===== config.mk =====
export PLATFORM = sky130hd
export DESIGN_NAME = dot_product_engine
export DESIGN_NICKNAME = d
export VERILOG_FILES = /design/src/rtl/dot_product_engine.sv
export SDC_FILE = /design/constraint.sdc
export NUM_CORES = 1
export LEC_CHECK = 0
export BUFFER_PORTS_ARGS = -buffer_cell sky130_fd_sc_hd__clkbuf_2
export CAP_MARGIN = 20
export CORE_ASPECT_RATIO = 1.5
export CORE_MARGIN = 4
export CORE_UTILIZATION = 60
export CTS_CLUSTER_SIZE = 28
export DETAILED_ROUTE_END_ITERATION = 16
export PLACE_DENSITY = 0.77
export SYNTH_ARGS = -nofsm -noshare
export SYNTH_HDL_FRONTEND = slang
export SYNTH_SLANG_ARGS = --single-unit

===== constraint.sdc =====
create_clock -name clk -period 10.3 [get_ports clk]
set_input_delay 0.515 -clock clk [delete_from_list [all_inputs] [get_ports clk]]
set_output_delay 0.515 -clock clk [all_outputs]
set_load 0.005 [all_outputs]

===== src/rtl/dot_product_engine.sv =====
// Streams a header-length vector from SRAM and weights from WMEM, accumulates the
// signed dot product, then writes one saturated (optionally ReLU-clamped) result back.
module dot_product_engine #(
  parameter int unsigned ADDR_W      = 12,
  parameter int unsigned DATA_W      = 16,
  parameter int unsigned MAX_N       = 1024,
  parameter int unsigned ACC_W       = 2*DATA_W + 11,
  parameter int unsigned RESULT_ADDR = 2**(ADDR_W-1),
  parameter int unsigned RELU        = 0
) (
  input  logic              clk,
  input  logic              reset_b,
  input  logic              dut_run,
  output logic              dut_busy,
  output logic [ADDR_W-1:0] dut_sram_read_address,
  input  logic [DATA_W-1:0] sram_dut_read_data,
  output logic [ADDR_W-1:0] dut_wmem_read_address,
  input  logic [DATA_W-1:0] wmem_dut_read_data,
  output logic [ADDR_W-1:0] dut_sram_write_address,
  output logic [DATA_W-1:0] dut_sram_write_data,
  output logic              dut_sram_write_enable
);

  localparam int unsigned PROD_W = 2*DATA_W;
  localparam int unsigned CMP_W  = DATA_W + ADDR_W;

  localparam logic [2:0] IDLE     = 3'd0;
  localparam logic [2:0] HDR      = 3'd1;
  localparam logic [2:0] HDR_WAIT = 3'd2;
  localparam logic [2:0] ACCUM    = 3'd3;
  localparam logic [2:0] DRAIN    = 3'd4;
  localparam logic [2:0] WRITE    = 3'd5;
  localparam logic [2:0] DONE     = 3'd6;

  localparam logic signed [ACC_W-1:0] SAT_MAX = {{(ACC_W-DATA_W+1){1'b0}}, {(DATA_W-1){1'b1}}};
  localparam logic signed [ACC_W-1:0] SAT_MIN = {{(ACC_W-DATA_W+1){1'b1}}, {(DATA_W-1){1'b0}}};

  logic [2:0]               state_q, state_d;
  logic [ADDR_W-1:0]        n_q, n_d, idx_q, idx_d;
  logic                     issue_q, issue_d, valid_q, valid_d;
  logic signed [ACC_W-1:0]  acc_q, acc_d;
  logic                     busy_q, busy_d;
  logic [ADDR_W-1:0]        rd_addr_q, rd_addr_d, w_addr_q, w_addr_d, wr_addr_q, wr_addr_d;
  logic [DATA_W-1:0]        wr_data_q, wr_data_d;
  logic                     we_q, we_d;

  logic signed [PROD_W-1:0] a_ext, b_ext, prod;
  logic signed [ACC_W-1:0]  prod_ext;
  logic [ADDR_W-1:0]        n_hdr;
  logic [DATA_W-1:0]        result;

  // Full-width signed product of the data returned this cycle
  always_comb begin
    a_ext    = PROD_W'($signed(sram_dut_read_data));
    b_ext    = PROD_W'($signed(wmem_dut_read_data));
    prod     = a_ext * b_ext;
    prod_ext = ACC_W'(prod);
    n_hdr    = (CMP_W'(sram_dut_read_data) > CMP_W'(MAX_N)) ? ADDR_W'(MAX_N)
                                                             : ADDR_W'(sram_dut_read_data);
  end

  always_comb begin
    state_d   = state_q;
    n_d       = n_q;
    idx_d     = idx_q;
    issue_d   = 1'b0;
    valid_d   = issue_q;
    acc_d     = acc_q;
    rd_addr_d = '0;
    w_addr_d  = '0;
    wr_addr_d = '0;
    wr_data_d = '0;
    we_d      = 1'b0;
    result    = '0;

    if (valid_q) acc_d = acc_q + prod_ext;

    case (state_q)
      IDLE:     if (dut_run) state_d = HDR;
      HDR:      state_d = HDR_WAIT;
      HDR_WAIT: begin
        n_d   = n_hdr;
        acc_d = '0;
        idx_d = '0;
        if (n_hdr == '0) begin
          state_d = WRITE;
        end else begin
          state_d   = ACCUM;
          issue_d   = 1'b1;
          rd_addr_d = ADDR_W'(1);
          idx_d     = ADDR_W'(1);
        end
      end
      ACCUM: begin
        // idx_q is the next element to issue; all N issued means only the drain remains
        if (idx_q == n_q) begin
          state_d = DRAIN;
        end else begin
          issue_d   = 1'b1;
          rd_addr_d = idx_q + ADDR_W'(1);
          w_addr_d  = idx_q;
          idx_d     = idx_q + ADDR_W'(1);
        end
      end
      DRAIN:    state_d = WRITE;
      WRITE:    state_d = DONE;
      DONE:     if (!dut_run) state_d = IDLE;
      default:  state_d = IDLE;
    endcase

    // Saturate to the data word range, then optionally clamp negatives
    if (acc_d > SAT_MAX)      result = {1'b0, {(DATA_W-1){1'b1}}};
    else if (acc_d < SAT_MIN) result = {1'b1, {(DATA_W-1){1'b0}}};
    else                      result = acc_d[DATA_W-1:0];
    if (RELU != 0 && acc_d[ACC_W-1]) result = '0;

    if (state_d == WRITE) begin
      we_d      = 1'b1;
      wr_addr_d = ADDR_W'(RESULT_ADDR);
      wr_data_d = result;
    end

    busy_d = (state_d != IDLE) && (state_d != DONE);
  end

  always_ff @(posedge clk or negedge reset_b) begin
    if (!reset_b) begin
      state_q   <= IDLE;
      n_q       <= '0;
      idx_q     <= '0;
      issue_q   <= 1'b0;
      valid_q   <= 1'b0;
      acc_q     <= '0;
      busy_q    <= 1'b0;
      rd_addr_q <= '0;
      w_addr_q  <= '0;
      wr_addr_q <= '0;
      wr_data_q <= '0;
      we_q      <= 1'b0;
    end else begin
      state_q   <= state_d;
      n_q       <= n_d;
      idx_q     <= idx_d;
      issue_q   <= issue_d;
      valid_q   <= valid_d;
      acc_q     <= acc_d;
      busy_q    <= busy_d;
      rd_addr_q <= rd_addr_d;
      w_addr_q  <= w_addr_d;
      wr_addr_q <= wr_addr_d;
      wr_data_q <= wr_data_d;
      we_q      <= we_d;
    end
  end

  assign dut_busy               = busy_q;
  assign dut_sram_read_address  = rd_addr_q;
  assign dut_wmem_read_address  = w_addr_q;
  assign dut_sram_write_address = wr_addr_q;
  assign dut_sram_write_data    = wr_data_q;
  assign dut_sram_write_enable  = we_q;

endmodule


==> impl_metrics.yaml <==
synthesis:
  synthTopCellsByCount: "inv_1 (421), fa_1 (342), nand2_1 (203)"
  yosysMostFrequentCell: "inv_1"
  ys_seq_area_share_pct: 15.4
  ys_warn_count: 0
  synth_area_leader_cell: "fa_1"
  synth_edf_count: 0
  avgSynthCellArea_sq_um: 9.36
  ys_top_cells_by_area: "fa_1 (37%), dfrtp_1 (15%), inv_1 (8.5%)"
  synth-seq-cells: 114
  synthFlopType: "dfrtp_1"
  synthCells: 1974
  ys_async_sr_fraction_pct: 100
  synthesis.area_sq_um: 18500
  yosysTopAreaCellShare_pct: 37.0
  synthDistinctLibCells: 91
routing:
  drc: 0
  wl_per_cell_um: 19.5
  routed_via_density: 5.80
  wl_met1_mm: 16.8
  drt-total-wl_mm: 46.8
  drt_first_pass_iters: 7
  wl_met2_mm: 25.7
  num_vias: 13900
  highest_layer: "met4"
  ant_nets: 0
  drtIter0Drc: 935
  wl_met3_mm: 1.96
place:
  io_buffer_count: 77
  place_hpwl_mm: 38.1
  gp_congestion: 0.931
critical_path:
  crit_top_cell: "inv_1"
  critical_path_arrival_ns: 8.70
  r2r_slack_ns: 3.79
  max_stage_delay_ns: 0.75
  cp_max_fo: 17
  cp-start-kind: "input pin"
  path_buf_inv: 8
  end_kind: "flop"
  critPathSlowestCell: "fa_1"
  cp_top_family: "adder cells"
  worst-setup-path-type: "in2reg"
  required_ns: 10.56
floorplan:
  die-width_um: 151
  num_rows: 78
  fp.dieH_um: 223
  pin_count: 89
  start_util_pct: 60.9
  dieArea_sq_um: 33700
  core_sq_um: 30400
sta:
  tns_ns: 0
  slew_headroom_pct: 33.3
  max_freq_mhz: 119
  worst_pin_slew_ns: 0.996
  slew_violations: 0
  hold_viol: 0
  rsz0062_at_grt: "no"
  fin_crit_sh_pct: 81.9
  setup_viol: 0
  finClkSkew_ns: 0.00983
  finalCriticalPeriod_ns: 8.44
global_routing:
  grt_overflow: 0
  grt_pass1_vias: 15000
  grt_max_degree: 89
  grtUsageTotal_pct: 29.1
  grt_pass1_wl_mm: 76.7
  antenna_found_initial: 0
clock_network:
  cts_hold_buffers: 0
  clk_pin_slew_ns: 0.06
  cts_htree_levels: 4
  cts_tree: "yes"
  clock_latency_ns: 0.41
  cts_buffers: 17
  clock_path_buffers: 2
  cts_resized: 0
  cts_root_buf: "clkbuf_16"
  cts_setup_buffers: 0
  clock_sinks: 114
finish:
  nNetsFinal: 2491
  fillers: 2479
  drive_gt1_share_pct: 7.93
  area_growth_syn_to_layout_pct: 6.38
  num_antenna_cells: 0
  utilization_pct: 64.8
flow_run:
  maxCapViolCount: 0
worst_hold_path:
  hold_path_class: "in2async"
status:
  status: "complete, no violations"
==> cells in the final DEF, fill, tap and decap left out, drive strengths merged, types with 9 or more instances in the layout <==
master	netlist	final
a21oi	57	57
conb	1	11
nand4	22	22
a211oi	12	12
o21ai	59	59
fa	342	342
clkbuf	62	94
or3	13	13
o211ai	15	15
nor2	88	88
a22o	12	12
and2	129	129
nand2b	9	9
nand3	30	30
nor3	21	21
dfrtp	114	114
mux2i	22	22
xnor2	23	23
ha	122	122
nor4	11	11
inv	421	425
a21o	16	16
xor2	22	22
nand2	205	205
o31ai	17	17
==> area by class of cell <==
type                    count  area, sq um  area share [%]
clock buffers              18          429            2.18
clock inverters            14          179           0.910
inverters                 421         1580            8.04
multi-input cells        1354        13700            69.5
flip-flops and latches    114         2850            14.5
well taps                 400          500            2.55
repair buffers             84          458            2.33
==> state kept, by name, summed over array words and instances, names as in the netlist <==
name and count:
dut_busy 1, dut_wmem_read_address 12, n_q 12, dut_sram_write_address 1
dut_sram_write_data 16, valid_q 1, dut_sram_read_address 12, state_q 3
issue_q 1, idx_q 12, acc_q 43
==> logic make-up (layout without fill, tap and decap cells) <==
logic type,Yosys count,in the layout,share of synthesized area (%)
simple gates,555,555,15.0
compound gates,254,254,9.77
mux,24,24,1.31
fa+ha+maj,464,464,45.3
other cells,1,11,0.0203
xor+xnor,46,46,2.25
flops,114,114,15.4
buf+inv,516,537,10.9
==> per-layer routing <==
| layer | vias to the layer above | global-route usage [%] |
|---|---|---|
| met3 | 157 | 2.97 |
| li1 | 6185 | - |
| met4 | 0 | 12.4 |
| met2 | 462 | 53.1 |
| met1 | 7139 | 34.5 |
| met5 | - | 0 |
==> final timing paths <==
kind,depth (start not counted),start,end
worst max-delay path,26,sram_dut_read_data[15],dut_sram_write_data[1]
min in group clk,0,issue_q,valid_q
worst min register to register,0,issue_q,valid_q
max in group asynchronous,3,reset_b,valid_q
worst max register to register,18,acc_q[14],dut_sram_write_data[1]
worst min-delay path,1,reset_b,acc_q[32]
==> stage by stage <==
step / cells / worst slack, ns / hold slack, ns / instance area [sq um]
CTS: 2403 / 1.81 / 0.0356 / 19600
finish: 2405 / 1.86 / 0.0368 / 19700
global placement: 2371 / 1.62 / 0.338 / 19000
detailed placement: 2371 / 1.38 / 0.351 / 19000
global route: 2405 / 1.28 / 0.0487 / 19700
floorplan: 1984 / 2.36 / 0.219 / 18500
Power is not shown: default switching activity piles up to over one toggle a cycle in this logic, so the estimate is an artifact.
